**config.mk**
```make
export PLATFORM = sky130hd
export DESIGN_NAME = stopwatch_result_gen
export DESIGN_NICKNAME = d
export VERILOG_FILES = /design/src/rtl/sw_pkg.sv /design/src/rtl/ms_tick_gen.sv /design/src/rtl/stopwatch_result_gen.sv
export SDC_FILE = /design/constraint.sdc
export NUM_CORES = 1
export LEC_CHECK = 0
export BUFFER_PORTS_ARGS = -buffer_cell sky130_fd_sc_hd__buf_4
export CORE_MARGIN = 1
export CORE_UTILIZATION = 50
export CTS_CLUSTER_SIZE = 16
export DETAILED_ROUTE_END_ITERATION = 12
export PLACE_DENSITY = 0.74
export SLEW_MARGIN = 20
export SYNTH_ARGS = -nofsm -noshare
export SYNTH_HDL_FRONTEND = slang
export SYNTH_SLANG_ARGS = --single-unit
```
**constraint.sdc**
```tcl
create_clock -name clk -period 2.38 [get_ports clk]
set_clock_uncertainty 0.2 [all_clocks]
set_input_delay 0.476 -clock clk [delete_from_list [all_inputs] [get_ports clk]]
set_output_delay 0.476 -clock clk [all_outputs]
set_load 0.005 [all_outputs]
```
**src/rtl/sw_pkg.sv**
```systemverilog
// Shared definitions for the stopwatch result generator: time width, run modes
// and FSM state encoding.
package sw_pkg;

  localparam int TIME_W = 22;

  localparam logic [1:0] MODE_SLOW = 2'b01;
  localparam logic [1:0] MODE_FAST = 2'b10;

  localparam logic [1:0] ST_IDLE    = 2'd0;
  localparam logic [1:0] ST_RUNNING = 2'd1;
  localparam logic [1:0] ST_PAUSED  = 2'd2;
  localparam logic [1:0] ST_REPORT  = 2'd3;

  function automatic logic mode_is_valid(input logic [1:0] mode);
    return (mode == MODE_SLOW) || (mode == MODE_FAST);
  endfunction

endpackage

```
**src/rtl/ms_tick_gen.sv**
```systemverilog
// Millisecond prescaler: counts enabled cycles and pulses tick on the last one
// of every TICK_DIV. Holds its phase while en is low so a paused run resumes cleanly.
module ms_tick_gen #(
  parameter int TICK_DIV = 100_000
) (
  input  logic clk,
  input  logic reset,
  input  logic en,
  input  logic clr,
  output logic tick
);

  localparam int CNT_W = (TICK_DIV > 1) ? $clog2(TICK_DIV) : 1;
  localparam logic [CNT_W-1:0] LAST = CNT_W'(TICK_DIV - 1);

  logic [CNT_W-1:0] r_count;

  assign tick = en && (r_count == LAST);

  always_ff @(posedge clk or posedge reset) begin
    if (reset) begin
      r_count <= '0;
    end else if (clr) begin
      r_count <= '0;
    end else if (en) begin
      r_count <= tick ? '0 : r_count + 1'b1;
    end
  end

endmodule

```
**src/rtl/stopwatch_result_gen.sv**
```systemverilog
// Stopwatch timing core: run/pause/stop FSM, saturating millisecond counter and
// a result register held on a valid/ack handshake for the leaderboard.
module stopwatch_result_gen
  import sw_pkg::*;
#(
  parameter int TICK_DIV = 100_000
) (
  input  logic              clk,
  input  logic              reset,
  input  logic              start_btn,
  input  logic              stop_btn,
  input  logic              pause_btn,
  input  logic              clear_btn,
  input  logic [1:0]        mode_sel,
  input  logic              result_ack,
  output logic [TIME_W-1:0] live_time,
  output logic [TIME_W-1:0] result_time,
  output logic [1:0]        result_mode,
  output logic              result_valid,
  output logic              running,
  output logic              overflow
);

  localparam logic [TIME_W-1:0] TIME_MAX = '1;

  logic [1:0]        r_state;
  logic [1:0]        r_mode;
  logic [TIME_W-1:0] r_live_time;
  logic [TIME_W-1:0] r_result_time;
  logic [1:0]        r_result_mode;
  logic              r_result_valid;
  logic              r_overflow;

  logic w_start_ok;
  logic w_run_quiet;
  logic w_tick;

  assign w_start_ok = (r_state == ST_IDLE) && start_btn && !clear_btn && mode_is_valid(mode_sel);

  // The prescaler only advances on RUNNING cycles with no button action, so a
  // tick coinciding with stop or pause is dropped rather than half-applied.
  assign w_run_quiet = (r_state == ST_RUNNING) && !clear_btn && !stop_btn && !pause_btn;

  ms_tick_gen #(
    .TICK_DIV(TICK_DIV)
  ) u_tick (
    .clk  (clk),
    .reset(reset),
    .en   (w_run_quiet),
    .clr  (w_start_ok),
    .tick (w_tick)
  );

  always_ff @(posedge clk or posedge reset) begin
    if (reset) begin
      r_state        <= ST_IDLE;
      r_mode         <= '0;
      r_live_time    <= '0;
      r_result_time  <= '0;
      r_result_mode  <= '0;
      r_result_valid <= 1'b0;
      r_overflow     <= 1'b0;
    end else if (clear_btn) begin
      r_state        <= ST_IDLE;
      r_live_time    <= '0;
      r_result_valid <= 1'b0;
    end else begin
      case (r_state)
        ST_IDLE: begin
          if (w_start_ok) begin
            r_state     <= ST_RUNNING;
            r_live_time <= '0;
            r_overflow  <= 1'b0;
            r_mode      <= mode_sel;
          end
        end
        ST_RUNNING: begin
          if (stop_btn) begin
            r_state        <= ST_REPORT;
            r_result_time  <= r_live_time;
            r_result_mode  <= r_mode;
            r_result_valid <= 1'b1;
          end else if (pause_btn) begin
            r_state <= ST_PAUSED;
          end else if (w_tick) begin
            if (r_live_time == TIME_MAX) begin
              r_overflow <= 1'b1;
            end else begin
              r_live_time <= r_live_time + 1'b1;
            end
          end
        end
        ST_PAUSED: begin
          if (stop_btn) begin
            r_state        <= ST_REPORT;
            r_result_time  <= r_live_time;
            r_result_mode  <= r_mode;
            r_result_valid <= 1'b1;
          end else if (pause_btn) begin
            r_state <= ST_RUNNING;
          end
        end
        ST_REPORT: begin
          if (result_ack) begin
            r_state        <= ST_IDLE;
            r_result_valid <= 1'b0;
          end
        end
        default: begin
          r_state <= ST_IDLE;
        end
      endcase
    end
  end

  assign live_time    = r_live_time;
  assign result_time  = r_result_time;
  assign result_mode  = r_result_mode;
  assign result_valid = r_result_valid;
  assign running      = (r_state == ST_RUNNING);
  assign overflow     = r_overflow;

endmodule

```
==> out/results.txt, run 1 <==
outcome: complete, but fails checks
violated checks: setup timing
clk_lat worst skew: 0.35 ns
DRC errors left: 0
Starting Density: 52.9%
Crit path depth: 6
unrepaired setup endpoints after global routing: true
DP Wirelength: 7.26 mm
total die area: 8200 sq um
GR met2 Demand/Resource: 40.9%
Worst Max-Slew Pin Slew: 0.537 ns
maxcap violations: 0
most frequent cells in the layout: buf_4, dfrtp_1, nor2_1
hold path cells: 2
Routed wire per std cell: 16.6 um
GRT Util Overall: 26.4%
FMAX: 0.420 GHz
Post-synth ARST share: 100%
CP cell instances: nor4bb_1 > and4_4 > buf_6 > nand4_1 > or4b_1 > o41ai_2
Core ar.: 7410 sq um
first-pass GRT wire length: 17.3 mm
Post-synth EDFFs: 0
Rows: 31
placer congestion estimate: 0.890
Primary FF master, synth: dfrtp_1
GRT met3 Usage: 5.47%
yosys warns: 0
Longest Clk Path Bufs: 2
CTS Root Cell: clkbuf_8
Leakage: 0.00223 uW
final hold viol count: 0
met1 Use GR: 36.6%
grt peak-use layer: met2
syn avg cell area: 9.30 sq um
n_diodes: 0
Inserted Clock Buffers: 9
setup_tns: -0.000535 ns
Routed Antenna Nets: 0
Synth Net Count: 437
vias per std cell: 6.01
CP max stage cell: or4b_1
Final Util: 68.6%
Final setup violation count: 1
crit path kind: reg2reg
clk sink count: 69
Max stage delay on crit path: 0.55 ns
Worst EP arrival: 2.41 ns
PnR worst setup slack: -0.000535 ns
Synth Cell Area: 3920 sq um
DRT Pass-1 Iters: 5
WHS: 0.141 ns
fin nets: 534
antenna violations before repair: 0
Cell variety after synth: 60
H-Tree Depth: 3
initial drt markers: 278
CP delay by family, top: simple AND/OR/NAND/NOR gates
CP required: 2.41 ns
Crit. End Element: flip-flop
slew margin rel.: 64.2%
Port Buf Inserts: 57
I/O Pins: 58
Worst Path Max Fanout: 5
PwrDens: 589 nW/um^2
Critical path buffers and inverters: 1
total gr overflow: 0
Worst R2R Path Depth: 6
HP Class: in2reg
Die X: 90.6 um
Routed WL: 10.4 mm
final worst-path cycle share: 100%
DIE HEIGHT: 90.6 um
Synth Instances: 422
via count: 3744
fill cell count: 582
Yosys reg bits: 69
layout cell share with drive strength beyond 1: 32.1%
crit path time final: 2.38 ns
startpoint class of the critical path: flip-flop
vias in the first global route: 3583
commonest non-fill, non-tap cell in the layout: buf_4
sequential share of the synthesized area: 44.0%
largest net degree at the start of global routing: 42
FF/Latch Area: 1730 sq um
area of the multi-input gates: 2060 sq um
Clock Pin Slew Worst Setup and Hold Paths: 0.07 ns
CTS tree: done
worst vdd ir: 0.359 mV
final slew viol count: 0
Area growth, synth to finish: 29.5%
worst register-to-register path, cell delays in order, from the launching register on:
cell	delay, ns
dfrtp_1	0.44
nor4bb_1	0.43
and4_4	0.33
buf_6	0.12
nand4_1	0.12
or4b_1	0.55
o41ai_2	0.08
layer usage:
metal | routed length [um] | part of all wire (%) | vias to the layer above
li1 | - | - | 1759
met1 | 4540 | 44 | 1804
met2 | 4920 | 48 | 168
met3 | 764 | 7.4 | 13
met4 | 124 | 1.2 | 0
met5 | 0 | 0 | -
worst paths after layout:
| check | slack [ns] | end | start |
|---|---|---|---|
| max in group asynchronous | 0.86 | live_time[0]$_DFFE_PP0P_ | reset |
| hold reg to reg | 0.28 | result_time[4]$_DFFE_PP0P_ | result_time[4]$_DFFE_PP0P_ |
| setup / recovery | -0.0005 | live_time[8]$_DFFE_PP0P_ | u_tick.r_count[6]$_DFFE_PP0P_ |
| setup reg to reg | -0.0005 | live_time[8]$_DFFE_PP0P_ | u_tick.r_count[6]$_DFFE_PP0P_ |
| min in group asynchronous | 0.53 | r_mode[1]$_DFFE_PP0P_ | reset |
| hold / removal | 0.14 | r_mode[1]$_DFFE_PP0P_ | mode_sel[0] |
cells in the mapped netlist (7+ instances only):
library cell	instances	share of area, %
dfrtp_1	69	44
nor2_1	44	4.2
nand2_1	40	3.8
nand3_1	26	3.3
nand4_1	19	3.0
inv_1	17	1.6
mux2_2	17	4.9
o21ai_0	17	2.2
clkbuf_1	15	1.4
a21oi_1	13	1.7
xnor2_1	13	2.9
nor4_1	12	1.9
o311ai_0	11	2.5
buf_2	7	0.89
nor3_1	7	0.89
layout make-up:
cell class                      count  area share [%]
Multi-Input combinational cell    306            40.6
Timing Repair Buffer              115            17.8
Clock inverter                      4           0.936
Inverter                           18            1.40
Sequential cell                    69            34.0
Tap cell                           99            2.44
Clock buffer                       12            2.86
report_power, final:
group	internal [uW]	switching [uW]
combinational	322	449
clock	510	442
sequential	1230	41.5
total	2060	933
through the flow:
step                power (uW)  setup slack, ns  area, sq um  instances
floorplan                 1690         -0.00549         3960        422
CTS                       2940         -0.00931         5000        620
global placement          1970           0.0505         4780        602
detailed placement        1990          -0.0524         4780        602
global route              3130          -0.0986         5080        623
finish                    2990        -0.000535         5080        623
flip-flops by register name, indices dropped and copies added (netlist names):
signal	cells
result_mode	2
result_valid	1
overflow	1
u_tick.r_count	17
r_state	2
result_time	22
r_mode	2
live_time	22
kinds of logic after synthesis:
kind of cell | share of synthesized area, %
and+or+nand+nor | 26.6
AOI/OAI and AO/OA | 14.2
DFF | 44.0
buffers and inverters | 5.20
muxes | 4.88
xor gates and xnor gates | 3.13
adders and majority gates | 1.91
what timing repair did:
item / 4_1_cts / 5_1_grt
pin swaps: 1 / 7
endpoints found under the hold margin: 22 / 0
hold buffers: 1 / 0
setup endpoints to repair: 7 / 25
buffers inserted: 1 / 4
resized for setup: 3 / 17
Power figures use the tool's default switching activity.
==> inputs of run 2 (changes only) <==
Settings changed: CELL_PAD_IN_SITES_DETAIL_PLACEMENT from default to 0, CELL_PAD_IN_SITES_GLOBAL_PLACEMENT from default to 1, CORE_UTILIZATION 50 to 40, PLACE_DENSITY 0.74 to default, PLACE_DENSITY_LB_ADDON from default to 0.1.
==> run 2 against run 1 <==
Net effect: the flow now finishes without violations; non-clock buffer count is 13 higher; largest power group unchanged; sequential share of layout area is 0.83 points lower; flip-flop and latch count stayed put; core utilization is 13 points lower; highest routed layer unchanged.
==> out/results.txt, run 2 (synthesis results as in run 1) <==
Total Power: 2920 uW
DRT Pass-1 Iters: 7
startpoint class of the critical path: flip-flop
Clock Pin Slew Worst Setup and Hold Paths: 0.08 ns
CTS Root Cell: clkbuf_8
final worst-path cycle share: 97.2%
Core ar.: 9370 sq um
sw frac: 32.9%
Routed WL: 11.3 mm
crit path kind: reg2reg
Area growth, synth to finish: 32.7%
Longest Clk Path Bufs: 2
placer congestion estimate: 0.840
clock group share of total power: 29.9%
clk sink count: 69
total gr overflow: 0
via count: 3733
maxcap violations: 0
final slew viol count: 0
crit path time final: 2.31 ns
first-pass GRT wire length: 18.4 mm
FF/Latch Area: 1730 sq um
H-Tree Depth: 3
FMAX: 0.432 GHz
Pint: 1960 uW
clk_lat worst skew: 0.35 ns
layout cell share with drive strength beyond 1: 33.9%
fill cell count: 890
Routed wire per std cell: 17.0 um
hold path cells: 2
final hold viol count: 0
worst vdd ir: 0.439 mV
fin nets: 547
Hold Path Sink: r_mode[1]$_DFFE_PP0P_
Starting Density: 41.9%
Placement Setup Slack: -0.0667 ns
most frequent cells in the layout: buf_4, dfrtp_1, nor2_1
DIE HEIGHT: 101 um
Critical R2R Capture: live_time[21]$_DFFE_PP0P_
I/O Pins: 58
vias in the first global route: 3518
r2r setup slk: 0.07 ns
PnR worst setup slack: 0.0666 ns
initial drt markers: 138
commonest non-fill, non-tap cell in the layout: buf_4
area of the multi-input gates: 2080 sq um
slew margin rel.: 66.7%
Worst Max-Slew Pin Slew: 0.499 ns
largest net degree at the start of global routing: 44
vias per std cell: 5.61
WHS: 0.121 ns
DP Wirelength: 7.98 mm
Worst Path Max Fanout: 8
Port Buf Inserts: 57
GRT Util Overall: 23.8%
Routed Antenna Nets: 0
Leakage: 0.00227 uW
Crit. End Element: flip-flop
total die area: 10200 sq um
CTS tree: done
Inserted Clock Buffers: 9
HP Class: in2reg
Worst EP arrival: 2.38 ns
Worst R2R Path Depth: 6
unrepaired setup endpoints after global routing: true
antenna violations before repair: 0
Die X: 101 um
FF-to-FF Start: u_tick.r_count[11]$_DFFE_PP0P_
outcome: complete, no violations
n_diodes: 0
Rows: 35
switching power: 961 uW
PwrDens: 562 nW/um^2
Final setup violation count: 0
register share of total power: 43.3%
CP required: 2.45 ns
hold path startpoint: mode_sel[0]
Comb pwr share: 26.7%
DRC errors left: 0
## run 2: through the flow
step | setup TNS, ns | std cells | instance area [sq um] | util (%)
detailed placement | -0.0822 | 648 | 4940 | 52.7
floorplan | -0.0165 | 422 | 3960 | -
finish | 0 | 666 | 5200 | 55.5
global route | -0.100 | 666 | 5200 | 55.5
CTS | 0 | 665 | 5120 | 54.7
global placement | -0.0129 | 648 | 4940 | 52.7
## run 2: timing repair
item,4_1_cts,5_1_grt
endpoints found under the hold margin,19,0
cloned,0,0
resized for setup,1,21
setup buffers,0,1
pin swaps,0,3
setup endpoints to repair,1,26
hold buffers,1,0
## run 2: power groups by stage
stage	Sequential, uW	Clock, uW	Combinational (uW)
after CTS	1270	902	740
after floorplan	1290	0	397
after global routing	1280	952	851
final	1270	876	782
after global placement	1290	0	729
after detailed placement	1290	0	735
## run 2: routing by layer
layer	global-route usage, %	vias to the layer above	part of all wire, %
met4	8.92	0	1.6
met1	33.8	1826	48
met5	0	-	0
met3	2.77	12	4.3
met2	37.1	115	46
li1	-	1780	-
## run 2: cell type report
type | count | share of cell area (%)
inverters | 18 | 1.37
well taps | 129 | 3.10
clock inverters | 3 | 0.409
multi-input cells | 306 | 39.9
clock buffers | 13 | 2.86
repair buffers | 128 | 19.1
flip-flops and latches | 69 | 33.2
## run 2: worst max path at each step
stage                                   start                              to  slack (ns)  cells past startpoint
4_1_cts        u_tick.r_count[11]$_DFFE_PP0P_       live_time[21]$_DFFE_PP0P_        0.01                      6
6_report       u_tick.r_count[11]$_DFFE_PP0P_       live_time[21]$_DFFE_PP0P_        0.07                      6
3_3_place_gp                         stop_btn            overflow$_DFFE_PP0P_       -0.01                      8
2_1_floorplan          r_state[1]$_DFFE_PP0P_  u_tick.r_count[11]$_DFFE_PP0P_      -0.005                     10
5_1_grt                r_state[1]$_DFFE_PP0P_       live_time[17]$_DFFE_PP0P_       -0.02                      7
3_5_place_dp                         stop_btn            overflow$_DFFE_PP0P_       -0.07                      8
## run 2: critical path: stages (launching register included)
cell and delay (ns):
dfrtp_1 0.40, nor4b_1 0.46, and4_4 0.34, o211ai_4 0.12, buf_6 0.17, or3_1 0.37, o211ai_1 0.17
==> inputs of run 3 (changes only) <==
Settings changed: MAX_ROUTING_LAYER from default to met4, PLACE_DENSITY from default to 0.82, PLACE_DENSITY_LB_ADDON 0.1 to default.
==> run 3 against run 2 <==
Net effect: register-to-register slack is essentially flat; design area fell by 0.91%; worst setup slack better by 0.0082 ns; sequential power barely moved; via count is 0.16% lower; power rose by 4.4%; critical path depth unchanged; first-iteration DRC count grew 47%; die area stayed put; routed wire length down 4.9%.
==> out/results.txt, run 3 (synthesis results as in run 1) <==
clk_lat worst skew: 0.35 ns
crit path kind: reg2reg
Longest Clk Path Bufs: 2
H-Tree Depth: 3
unrepaired setup endpoints after global routing: true
Crit. End Element: flip-flop
DIE HEIGHT: 101 um
Final setup violation count: 0
n_diodes: 0
DP Wirelength: 7.68 mm
FMAX: 0.434 GHz
largest net degree at the start of global routing: 70
Die X: 101 um
I/O Pins: 58
layout cell share with drive strength beyond 1: 33.0%
Worst Path Max Fanout: 8
outcome: complete, no violations
commonest non-fill, non-tap cell in the layout: buf_4
Routed WL: 10.7 mm
clk sink count: 69
via count: 3727
fin nets: 537
Clock Pin Slew Worst Setup and Hold Paths: 0.07 ns
CTS Hold Bufs: 0
final worst-path cycle share: 96.9%
Worst EP arrival: 2.32 ns
Core ar.: 9370 sq um
CTS tree: done
startpoint class of the critical path: flip-flop
Leakage: 0.00225 uW
Area growth, synth to finish: 31.5%
PwrDens: 592 nW/um^2
most frequent cells in the layout: buf_4, dfrtp_1, nor2_1
WHS: 0.0116 ns
setup_tns: 0 ns
GRT Util Overall: 22.8%
first-pass GRT wire length: 17.6 mm
Total Power: 3050 uW
FF/Latch Area: 1730 sq um
final slew viol count: 0
area of the multi-input gates: 2060 sq um
Port Buf Inserts: 57
Starting Density: 41.9%
crit path time final: 2.31 ns
Routed Antenna Nets: 0
maxcap violations: 0
antenna violations before repair: 0
final hold viol count: 0
vias per std cell: 5.68
Inserted Clock Buffers: 9
Placement Setup Slack: -0.0319 ns
Worst Max-Slew Pin Slew: 0.529 ns
slew margin rel.: 64.5%
placer congestion estimate: 0.921
design area: 5160 sq um
HP Class: in2async
CTS Root Cell: clkbuf_8
PnR worst setup slack: 0.0747 ns
initial drt markers: 203
vias in the first global route: 3516
fill cell count: 890
Rows: 35
placed inst area: 4880 sq um
DRC errors left: 0
DRT Pass-1 Iters: 5
Routed wire per std cell: 16.4 um
total die area: 10200 sq um
CP required: 2.39 ns
worst vdd ir: 0.423 mV
total gr overflow: 0
==> run 3: cell count changes in the layout (fill, tap and decap cells not counted), moves of 2 or more <==
| cell | delta |
|---|---|
| clkbuf_1 | -3 |
| bufinv_16 | +2 |
| buf_6 | -2 |
| clkinv_2 | +2 |
| buf_4 | -8 |
==> run 3: timing repair <==
item / CTS / global route
gates resized for setup: 0 / 15
buffers inserted: 0 / 1
endpoints found under the setup margin: 0 / 24
==> run 3: final timing paths <==
path / slack (ns) / end / start / cells past startpoint
setup / recovery: 0.07 / live_time[17]$_DFFE_PP0P_ / u_tick.r_count[11]$_DFFE_PP0P_ / 6
hold / removal: 0.01 / result_mode[0]$_DFFE_PP0P_ / reset / 3
setup reg to reg: 0.07 / live_time[17]$_DFFE_PP0P_ / u_tick.r_count[11]$_DFFE_PP0P_ / 6
hold reg to reg: 0.28 / result_time[6]$_DFFE_PP0P_ / result_time[6]$_DFFE_PP0P_ / 2
max in group asynchronous: 1.65 / result_time[4]$_DFFE_PP0P_ / reset / 3
min in group clk: 0.14 / r_mode[1]$_DFFE_PP0P_ / mode_sel[0] / 2
==> run 3: report_power, final <==
group          internal, uW  leakage (uW)  switching [uW]  total (uW)
sequential             1230      0.000953            42.5        1270
clock                   584      0.000105             466        1050
combinational           302       0.00119             432         734
==> run 3: routing by layer <==
layer	track usage (%)	up-vias	part of all wire (%)
met4	8.70	0	1.6
li1	-	1767	-
met2	34.8	110	47
met3	2.77	21	4.1
met1	31.2	1829	48
met5	-	-	0
==> run 3: cell type report <==
class                      instances  area share (%)
tap                              129            3.13
inverter                          18            1.38
multi-input combinational        306            39.9
clock inverter                     7            1.75
sequential                        69            33.5
timing repair buffer             118            17.9
clock buffer                       9            2.40
==> run 3: metrics by stage <==
stage          instances  util (%)
2_1_floorplan        422         -
3_3_place_gp         639      52.1
3_5_place_dp         639      52.1
4_1_cts              655      54.4
5_1_grt              656      55.0
6_report             656      55.0
==> run 3: worst max-delay path, stage by stage (launching register included) <==
cell      delay, ns
dfrtp_1        0.40
nor4b_1        0.43
and4_4         0.33
o211ai_4       0.12
buf_4          0.19
o311ai_0       0.37
a31oi_1        0.14
